`src/rtl/rv_iopmp_match_sequencer.sv`:
```
// Scan controller for the IOPMP default decision logic: latches one transaction,
// walks the entry windows, and returns the first terminal verdict on a valid/ready channel.
module rv_iopmp_match_sequencer #(
  parameter int unsigned SID_WIDTH              = 8,
  parameter int unsigned NUMBER_ENTRIES         = 8,
  parameter int unsigned NUMBER_ENTRY_ANALYZERS = 4
) (
  input  logic                 clk_i,
  input  logic                 rst_ni,
  input  logic                 enable_i,
  input  logic                 req_valid_i,
  output logic                 req_ready_o,
  input  logic [SID_WIDTH-1:0] req_sid_i,
  input  logic [2:0]           req_access_i,
  output logic                 dl_enable_o,
  output logic [SID_WIDTH-1:0] dl_sid_o,
  output logic [2:0]           dl_access_o,
  output logic [8:0]           dl_entry_offset_o,
  input  logic                 dl_allow_i,
  input  logic                 dl_err_i,
  input  logic [2:0]           dl_err_type_i,
  input  logic [15:0]          dl_err_entry_i,
  output logic                 rsp_valid_o,
  input  logic                 rsp_ready_i,
  output logic                 rsp_allow_o,
  output logic                 rsp_err_o,
  output logic [2:0]           rsp_err_type_o,
  output logic [15:0]          rsp_err_entry_o,
  output logic                 busy_o
);

  typedef enum logic [1:0] {
    IDLE = 2'd0,
    SCAN = 2'd1,
    RESP = 2'd2
  } state_e;

  localparam logic [8:0] LAST_OFFSET = 9'(NUMBER_ENTRIES - NUMBER_ENTRY_ANALYZERS);
  localparam logic [8:0] OFFSET_STEP = 9'(NUMBER_ENTRY_ANALYZERS);

  state_e               state_q;
  logic [8:0]           offset_q;
  logic [SID_WIDTH-1:0] sid_q;
  logic [2:0]           access_q;
  logic                 en_q;
  logic                 dl_en_q;
  logic                 rsp_valid_q;
  logic                 rsp_allow_q;
  logic                 rsp_err_q;
  logic [2:0]           rsp_err_type_q;
  logic [15:0]          rsp_err_entry_q;
  logic                 terminal;

  // A disabled transaction needs no windows at all; the last window always terminates.
  assign terminal = dl_allow_i | dl_err_i | ~en_q | (offset_q == LAST_OFFSET);

  // NOTE: sequential state uses non-blocking assignments only, so every register
  // samples the values from before the edge regardless of statement order.
  always_ff @(posedge clk_i or negedge rst_ni) begin
    if (!rst_ni) begin
      state_q         <= IDLE;
      offset_q        <= '0;
      sid_q           <= '0;
      access_q        <= '0;
      en_q            <= 1'b0;
      dl_en_q         <= 1'b0;
      rsp_valid_q     <= 1'b0;
      rsp_allow_q     <= 1'b0;
      rsp_err_q       <= 1'b0;
      rsp_err_type_q  <= '0;
      rsp_err_entry_q <= '0;
    end else begin
      case (state_q)
        IDLE: begin
          if (req_valid_i) begin
            sid_q    <= req_sid_i;
            access_q <= req_access_i;
            en_q     <= enable_i;
            dl_en_q  <= enable_i;
            offset_q <= '0;
            state_q  <= SCAN;
          end
        end
        SCAN: begin
          if (terminal) begin
            // Error beats allow when the decision logic reports both.
            rsp_allow_q     <= dl_allow_i & ~dl_err_i & en_q;
            rsp_err_q       <= dl_err_i & en_q;
            rsp_err_type_q  <= en_q ? dl_err_type_i : 3'd0;
            rsp_err_entry_q <= en_q ? dl_err_entry_i : 16'd0;
            rsp_valid_q     <= 1'b1;
            dl_en_q         <= 1'b0;
            state_q         <= RESP;
          end else begin
            offset_q <= offset_q + OFFSET_STEP;
          end
        end
        RESP: begin
          if (rsp_ready_i) begin
            rsp_valid_q <= 1'b0;
            offset_q    <= '0;
            state_q     <= IDLE;
          end
        end
        default: state_q <= IDLE;
      endcase
    end
  end

  assign req_ready_o       = (state_q == IDLE);
  assign busy_o            = (state_q != IDLE);
  assign dl_enable_o       = dl_en_q;
  assign dl_sid_o          = sid_q;
  assign dl_access_o       = access_q;
  assign dl_entry_offset_o = offset_q;
  assign rsp_valid_o       = rsp_valid_q;
  assign rsp_allow_o       = rsp_allow_q;
  assign rsp_err_o         = rsp_err_q;
  assign rsp_err_type_o    = rsp_err_type_q;
  assign rsp_err_entry_o   = rsp_err_entry_q;

endmodule

```
`config.mk`:
```
export PLATFORM = sky130hd
export DESIGN_NAME = rv_iopmp_match_sequencer
export DESIGN_NICKNAME = d
export VERILOG_FILES = /design/src/rtl/rv_iopmp_match_sequencer.sv
export SDC_FILE = /design/constraint.sdc
export NUM_CORES = 1
export LEC_CHECK = 0
export CORE_MARGIN = 1
export CORE_UTILIZATION = 43
export DETAILED_ROUTE_END_ITERATION = 6
export PLACE_DENSITY_LB_ADDON = 0.25
export SLEW_MARGIN = 20
export SYNTH_ARGS = -nofsm -noshare
export SYNTH_HDL_FRONTEND = slang
export SYNTH_SLANG_ARGS = --single-unit
export TNS_END_PERCENT = 20
```
`constraint.sdc`:
```
create_clock -name clk_i -period 1.9 [get_ports clk_i]
set_input_delay 0.475 -clock clk_i [delete_from_list [all_inputs] [get_ports clk_i]]
set_output_delay 0.475 -clock clk_i [all_outputs]
set_load 0.02 [all_outputs]
```
==> results of run 1 <==
-- state kept, by name, summed over array words and instances, names as in the netlist --
signal / flops
dl_enable_o: 1
dl_access_o: 3
state_q: 2
dl_entry_offset_o: 7
en_q: 1
rsp_err_o: 1
rsp_valid_o: 1
rsp_allow_o: 1
dl_sid_o: 8
rsp_err_entry_o: 16
rsp_err_type_o: 3
-- worst max path at each step --
stage | from | to | slack [ns] | cells after the start
6_report | dl_entry_offset_o[4] | dl_entry_offset_o[4] | 0.06 | 1
5_1_grt | dl_entry_offset_o[4] | dl_entry_offset_o[4] | 0.006 | 1
4_1_cts | dl_entry_offset_o[2] | dl_entry_offset_o[2] | 0.01 | 2
3_5_place_dp | dl_err_i | dl_entry_offset_o[7] | -0.18 | 5
3_3_place_gp | dl_err_i | dl_entry_offset_o[7] | -0.18 | 5
2_1_floorplan | dl_entry_offset_o[3] | dl_entry_offset_o[7] | 0.12 | 6
-- per-stage QoR --
step	TNS (ns)	worst slack [ns]	hold WS, ns	total power (uW)	cells
floorplan	0	0.1193	0.1794	2537	211
global placement	-3.022	-0.1823	0.4569	3434	340
detailed placement	-2.668	-0.1825	0.4589	3483	340
CTS	0	0.01290	0.1268	4055	348
global route	0	0.006439	0.1517	4270	348
finish	0	0.05900	0.1193	3998	348
-- layer usage --
layer / part of all wire (%) / track usage (%)
met3: 8.2 / 6.048
met2: 48 / 33.54
met4: 1.3 / 7.333
met5: 0 / 0
met1: 42 / 25.02
-- power groups by stage --
stage	clock [uW]	combinational (uW)	sequential, uW
2_1_floorplan	0	809	1730
3_3_place_gp	0	2050	1390
3_5_place_dp	0	2090	1390
4_1_cts	594	2080	1380
5_1_grt	635	2220	1410
6_report	574	2050	1380
-- synth_stat cells, types with 3 or more instances --
cell type / number / share of area, %
sky130_fd_sc_hd__buf_6: 4 / 2.2
sky130_fd_sc_hd__o21ai_1: 22 / 5.3
sky130_fd_sc_hd__nor2_1: 3 / 0.54
sky130_fd_sc_hd__o31ai_1: 9 / 3.3
sky130_fd_sc_hd__clkbuf_1: 8 / 1.4
sky130_fd_sc_hd__nand2b_1: 4 / 1.2
sky130_fd_sc_hd__nand2_1: 64 / 12
sky130_fd_sc_hd__inv_1: 4 / 0.72
sky130_fd_sc_hd__a31oi_1: 4 / 1.2
sky130_fd_sc_hd__dfrtp_1: 44 / 53
sky130_fd_sc_hd__o31ai_2: 11 / 6.6
-- repair_timing --
item	in CTS	in global routing
endpoints found under the setup margin	4	2
setup buffers	0	0
gates resized for setup	5	2
-- placed cells by master, fill, tap and decap left out, types with 2 or more instances in the layout --
cell type and n:
sky130_fd_sc_hd__o221ai_1 2, sky130_fd_sc_hd__clkinv_2 2, sky130_fd_sc_hd__nand2_1 64, sky130_fd_sc_hd__dlymetal6s2s_1 2
sky130_fd_sc_hd__o21ai_1 22, sky130_fd_sc_hd__a21oi_1 2, sky130_fd_sc_hd__o31ai_1 9, sky130_fd_sc_hd__clkdlybuf4s50_1 72
sky130_fd_sc_hd__o21a_1 2, sky130_fd_sc_hd__clkbuf_8 5, sky130_fd_sc_hd__buf_4 14, sky130_fd_sc_hd__ha_1 2
sky130_fd_sc_hd__conb_1 2, sky130_fd_sc_hd__dlygate4sd2_1 4, sky130_fd_sc_hd__nor2_1 2, sky130_fd_sc_hd__and3_1 2
sky130_fd_sc_hd__inv_1 4, sky130_fd_sc_hd__a31oi_1 4, sky130_fd_sc_hd__dfrtp_1 44, sky130_fd_sc_hd__o22ai_1 2
sky130_fd_sc_hd__o31ai_2 11, sky130_fd_sc_hd__mux2i_1 2, sky130_fd_sc_hd__nand2b_1 3
-- area by class of cell --
cell class | instances | share of cell area (%)
clock buffers | 5 | 2.258
inverters | 4 | 0.4926
multi-input cells | 146 | 28.49
clock inverters | 3 | 0.6158
well taps | 52 | 2.135
repair buffers | 94 | 29.89
flip-flops and latches | 44 | 36.12
-- cell families (layout without fill, tap and decap cells) --
group                    count (synthesis)  after routing  synth area share [%]
AND/OR/NAND/NOR                         81             81                 17.33
multiplexers                             2              2                0.9662
other                                    1              2                0.1810
buffers and inverters                   21            106                 5.736
AO/OA/AOI/OAI                           59             59                 21.44
adder cells (fa/ha/maj)                  2              2                 1.208
flip-flops                              44             44                 53.14
==> insert_results.sql, run 1 <==
INSERT INTO impl_metrics (metric_group, metric, value, unit) VALUES
('final_layout', 'area_growth_syn_to_layout', '47.10', '%'),
('worst_setup_path', 'reg2reg_from', 'dl_entry_offset_o[3]', ''),
('floorplanning', 'die_area', '5100', 'um^2'),
('cts', 'tritoncts_clock_tree', 'done', ''),
('global_route', 'first_global_vias', '1718', ''),
('routing', 'antenna_left', '0', ''),
('synthesis', 'yosysSeqAreaShare', '53.14', '%'),
('synthesis', 'synth-edff-count', '0', ''),
('outcome', 'run_status', 'finished clean', ''),
('floorplanning', 'die_x_extent', '71.42', 'um'),
('routing', 'first_pass_iters', '4', ''),
('synthesis', 'synthCells', '210', ''),
('hold_path', 'min-delay-path-class', 'input pin to async pin', ''),
('worst_setup_path', 'reg2regPathDepth', '6', ''),
('worst_setup_path', 'critical_path.startpoint_type', 'flip-flop', ''),
('power', 'power.switching_fraction', '39.82', '%'),
('synthesis', 'flip_flop_cell_with_the_highest_count_after_synthesis', 'sky130_fd_sc_hd__dfrtp_1', ''),
('synthesis', 'post_synth_num_cell_types', '35', ''),
('cts', 'cts_hold_repair.buffers', '0', ''),
('timing', 'layout_min_cycle_time', '1.841', 'ns'),
('synthesis', 'yosys_register_bits', '44', ''),
('worst_setup_path', 'critical-path-max-stage-delay', '0.64', 'ns'),
('worst_setup_path', 'crit_type', 'flip-flop to primary output', ''),
('timing', 'post-route-period-util', '96.89', '%'),
('final_layout', 'fill_count', '375', ''),
('cts', 'cts-root-to-sink-buffers', '2', ''),
('place', 'place.port_buffers', '79', ''),
('routing', 'drt-wirelength-per-cell', '13.68', 'um'),
('synthesis', 'yosys_warnings', '0', ''),
('worst_setup_path', 'critPathTopFamily', 'buffers and inverters', ''),
('routing', 'avgViaCountPerCell', '5.175', ''),
('cts', 'clk-insertion-delay-late', '0.29', 'ns'),
('worst_setup_path', 'cp_slowest_cell', 'sky130_fd_sc_hd__clkdlybuf4s50_1', ''),
('power', 'peakVddDrop', '0.0008563', 'V'),
('routing', 'remaining_drcs', '0', ''),
('timing', 'final-max-slew-violation-count', '0', ''),
('global_route', 'first_pass_grt_wire_length', '7879', 'um'),
('floorplanning', 'initial_core_util', '46.00', '%'),
('global_route', 'grt_start_max_net_pins', '41', ''),
('worst_setup_path', 'endpoint_kind', 'primary output', ''),
('routing', 'dr_total_vias', '1801', ''),
('timing', 'timing_hold_violations_final', '0', ''),
('run', 'max_cap_violations', '0', ''),
('floorplanning', 'pin_count', '82', ''),
('power', 'portion_of_total_power_attributed_to_combinational_logic', '51.2', '%'),
('place', 'hpwlAfterDp', '3421', 'um'),
('power', 'cell_internal_pwr', '2406', 'uW'),
('power', 'clock_power_share', '14.3', '%'),
('place', 'place_area', '2958', 'um^2'),
('worst_setup_path', 'r2r_end', 'dl_entry_offset_o[7]', ''),
('synthesis', 'syn_avg_cell_area', '9.867', 'um^2'),
('synthesis', 'synth.cell_area', '2072', 'um^2'),
('power', 'power_density', '1312', 'nW/um^2'),
('synthesis', 'async_reset_ff_share', '100.0', '%'),
('cts', 'tritoncts.num_buffers', '5', ''),
('floorplanning', 'die_h', '71.42', 'um'),
('worst_setup_path', 'path_cells', 'clkdlybuf4s50_1', ''),
('timing', 'fin_worst_skew', '0.005127', 'ns'),
('power', 'leakagePower', '0.001387', 'uW'),
('floorplanning', 'core_region_area', '4504', 'um^2'),
('global_route', 'globalRoute.totalOverflow', '0', ''),
('global_route', 'grt_antenna_before_repair', '0', ''),
('routing', 'detailedRoute.firstIterationViolations', '77', ''),
('cts', 'clockRootBuffer', 'sky130_fd_sc_hd__clkbuf_8', ''),
('routing', 'finalWirelength', '4759', 'um'),
('power', 'pwr-share-seq', '34.4', '%'),
('worst_setup_path', 'setup.reg_to_reg.worst_slack', '0.13', 'ns'),
('cts', 'clock_sink_count', '44', ''),
('final_layout', 'antennaDiodeCount', '0', ''),
('worst_setup_path', 'worst_ep_required_time', '1.42', 'ns'),
('final_layout', 'fin_area', '3048', 'um^2');
Power figures use the tool's default switching activity.
==> run 2, diff against run 1 <==
- clock period: 1.9 -> 1.72 ns (I/O delays scaled with it)
==> insert_results.sql, run 2 (synthesis gave the netlist of run 1 again) <==
INSERT INTO impl_metrics (metric_group, metric, value, unit) VALUES
('worst_setup_path', 'critPathTopFamily', 'flip-flops', ''),
('routing', 'finalWirelength', '5307', 'um'),
('place', 'placed_cells_incl_taps', '346', ''),
('timing', 'fmax_achieved', '590.4', 'MHz'),
('worst_setup_path', 'endpoint_kind', 'flip-flop', ''),
('final_layout', 'layout-drive-gt1-share', '25.33', '%'),
('worst_setup_path', 'worst_ep_required_time', '1.89', 'ns'),
('cts', 'path_clk_slew', '0.08', 'ns'),
('outcome', 'run_status', 'finished clean', ''),
('final_layout', 'area_growth_syn_to_layout', '62.68', '%'),
('timing', 'fin_worst_skew', '0.009283', 'ns'),
('floorplanning', 'pin_count', '82', ''),
('routing', 'first_pass_iters', '4', ''),
('final_layout', 'layout_common_cells', 'sky130_fd_sc_hd__nand2_1, sky130_fd_sc_hd__dfrtp_1, sky130_fd_sc_hd__clkdlybuf4s50_1', ''),
('routing', 'wire_length_on_met2', '2670', 'um'),
('timing', 'slew-limit-headroom', '63.59', '%'),
('timing', 'report.final.setup_viol', '0', ''),
('final_layout', 'antennaDiodeCount', '0', ''),
('timing', 'timing_hold_violations_final', '0', ''),
('worst_setup_path', 'critical_path.startpoint_type', 'flip-flop', ''),
('global_route', 'global_route.usage.total', '20.97', '%'),
('timing', 'final-max-slew-violation-count', '0', ''),
('worst_setup_path', 'setup.reg_to_reg.worst_slack', '0.03', 'ns'),
('worst_setup_path', 'reg2regPathDepth', '8', ''),
('cts', 'cts-root-to-sink-buffers', '2', ''),
('cts', 'tritoncts.num_buffers', '5', ''),
('floorplanning', 'die_h', '71.42', 'um'),
('global_route', 'first_pass_grt_wire_length', '8362', 'um'),
('power', 'clock_power_share', '13.6', '%'),
('final_layout', 'most_common_cell_after_layout_fill_and_taps_aside', 'sky130_fd_sc_hd__nand2_1', ''),
('place', 'place.port_buffers', '79', ''),
('final_layout', 'design.final.nets', '343', ''),
('power', 'portion_of_total_power_attributed_to_combinational_logic', '52.7', '%'),
('worst_setup_path', 'critical-path-max-stage-delay', '0.41', 'ns'),
('routing', 'wl_met3', '286', 'um'),
('worst_setup_path', 'path_cells', 'inv_2, ha_4, nor4b_4, a211oi_4, buf_6, buf_6, o21ai_2, o31ai_2', ''),
('timing', 'grt_setup_unrepaired', 'yes', ''),
('power', 'peakVddDrop', '0.0008791', 'V'),
('timing', 'worst_slack_on_hold_paths', '0.07877', 'ns'),
('worst_setup_path', 'cp_slowest_cell', 'sky130_fd_sc_hd__dfrtp_2', ''),
('final_layout', 'largest_register_ffs', '16', ''),
('power', 'pwr-share-seq', '33.7', '%'),
('routing', 'avgViaCountPerCell', '5.301', ''),
('final_layout', 'final_util', '74.83', '%'),
('routing', 'dr_total_vias', '1887', ''),
('worst_setup_path', 'cp_common_cell', 'sky130_fd_sc_hd__buf_6', ''),
('routing', 'antenna_left', '0', ''),
('worst_setup_path', 'r2r_end', 'rsp_err_entry_o[5]', ''),
('power', 'total_switching_power', '1901', 'uW'),
('place', 'hpwlAfterDp', '3523', 'um'),
('timing', 'tightestPinTransition', '0.5451', 'ns'),
('worst_setup_path', 'worst-path-buf-inv', '3', ''),
('routing', 'remaining_drcs', '0', ''),
('global_route', 'grt_antenna_before_repair', '0', ''),
('worst_setup_path', 'crit_type', 'flip-flop to flip-flop', ''),
('place', 'gp_congestion', '0.8377', ''),
('timing', 'layout_min_cycle_time', '1.694', 'ns'),
('floorplanning', 'core_region_area', '4504', 'um^2'),
('cts', 'tritoncts_clock_tree', 'done', ''),
('floorplanning', 'placement_rows', '24', ''),
('cts', 'clockRootBuffer', 'sky130_fd_sc_hd__clkbuf_8', ''),
('hold_path', 'min-delay-path-class', 'input pin to async pin', ''),
('routing', 'detailedRoute.firstIterationViolations', '94', ''),
('worst_setup_path', 'data_arrival_time_of_the_critical_path', '1.86', 'ns'),
('power', 'leakagePower', '0.001897', 'uW'),
('power', 'power_density', '1366', 'nW/um^2'),
('routing', 'route.top_layer_used', 'met4', ''),
('global_route', 'grt_start_max_net_pins', '31', ''),
('power', 'power.switching_fraction', '41.29', '%'),
('global_route', 'first_global_vias', '1833', ''),
('routing', 'drt-wirelength-per-cell', '14.91', 'um'),
('cts', 'clk-insertion-delay-late', '0.30', 'ns'),
('routing', 'routedLengthMet1', '2290', 'um'),
('final_layout', 'instances_no_fill', '356', ''),
('worst_setup_path', 'worst-path-max-fanout', '7', ''),
('cts', 'clock_sink_count', '44', ''),
('global_route', 'globalRoute.totalOverflow', '0', ''),
('timing', 'post-route-period-util', '98.48', '%'),
('cts', 'h-tree-depth', '2', ''),
('floorplanning', 'die_area', '5100', 'um^2'),
('floorplanning', 'die_x_extent', '71.42', 'um'),
('worst_setup_path', 'reg2reg_from', 'dl_entry_offset_o[3]', ''),
('power', 'cell_internal_pwr', '2703', 'uW'),
('run', 'max_cap_violations', '0', ''),
('cts', 'cts_hold_repair.buffers', '0', ''),
('floorplanning', 'initial_core_util', '46.00', '%');
-- run 2: changes by cell type in the layout (fill, tap and decap cells not counted), moves of 4 or more --
cell,delta
sky130_fd_sc_hd__o21ai_2,+16
sky130_fd_sc_hd__o21ai_1,-16
sky130_fd_sc_hd__o31ai_2,+4
sky130_fd_sc_hd__o31ai_1,-4
sky130_fd_sc_hd__clkdlybuf4s50_1,-36
sky130_fd_sc_hd__buf_6,+4
sky130_fd_sc_hd__dlygate4sd2_1,+7
sky130_fd_sc_hd__dlymetal6s2s_1,+29
-- run 2: worst max path at each step --
stage / slack [ns] / endpoint / startpoint / cells past startpoint
5_1_grt: -0.05 / rsp_err_entry_o[5] / dl_entry_offset_o[3] / 8
3_3_place_gp: -0.26 / dl_entry_offset_o[7] / dl_err_i / 7
6_report: 0.03 / rsp_err_entry_o[5] / dl_entry_offset_o[3] / 8
2_1_floorplan: 0.03 / dl_entry_offset_o[7] / dl_entry_offset_o[2] / 5
4_1_cts: -0.03 / dl_entry_offset_o[7] / dl_err_i / 7
3_5_place_dp: -0.32 / dl_entry_offset_o[7] / dl_err_i / 7
-- run 2: power groups by stage --
stage / Combinational (uW) / Clock [uW] / Sequential, uW
after floorplan: 894 / 0 / 1910
after global placement: 2290 / 0 / 1530
after detailed placement: 2330 / 0 / 1540
after CTS: 2300 / 648 / 1530
after global routing: 2620 / 684 / 1600
final: 2430 / 628 / 1550
-- run 2: worst reg2reg max path, delay by kind of cell (launching register included) --
kind                     cells  cell delay [ns]
adder cells (fa/ha/maj)      1             0.12
AND/OR/NAND/NOR              1             0.29
AO/OA/AOI/OAI                3             0.37
flip-flops                   1             0.41
buffers and inverters        3             0.39
-- run 2: through the flow --
step                      total power (uW)  setup TNS [ns]  worst slack (ns)  cell area [um^2]
after CTS                             4476         -0.1084          -0.02666              3100
after detailed placement              3870          -7.817           -0.3241              3030
after global routing                  4897         -0.2078          -0.04587              3371
after floorplan                       2804               0           0.02638              2078
after global placement                3823          -6.398           -0.2564              3030
final                                 4604               0           0.02617              3371
-- run 2: routing by layer --
metal,vias up,GRT usage (%)
met5,-,0
met4,0,6.000
met3,5,6.610
met2,61,34.50
met1,904,26.73
li1,917,-
-- run 2: layout make-up --
cell class | instances | area, um^2
well taps | 52 | 65.06
multi-input cells | 146 | 988.4
flip-flops and latches | 44 | 1104
clock buffers | 5 | 68.82
inverters | 4 | 15.01
repair buffers | 103 | 1117
fillers | 325 | 1134
clock inverters | 2 | 12.51
-- run 2: repair_timing --
action | in CTS | in global routing
cloned | 0 | 2
endpoints found under the setup margin | 24 | 53
resized for setup | 12 | 63
buffers inserted | 0 | 1
pin swaps | 0 | 4
==> run 3, diff against run 2 <==
- GPL_ROUTABILITY_DRIVEN: not set -> 0
==> results of run 3 <==
No change in the layout: final DEF, timing and power equal those of run 2.
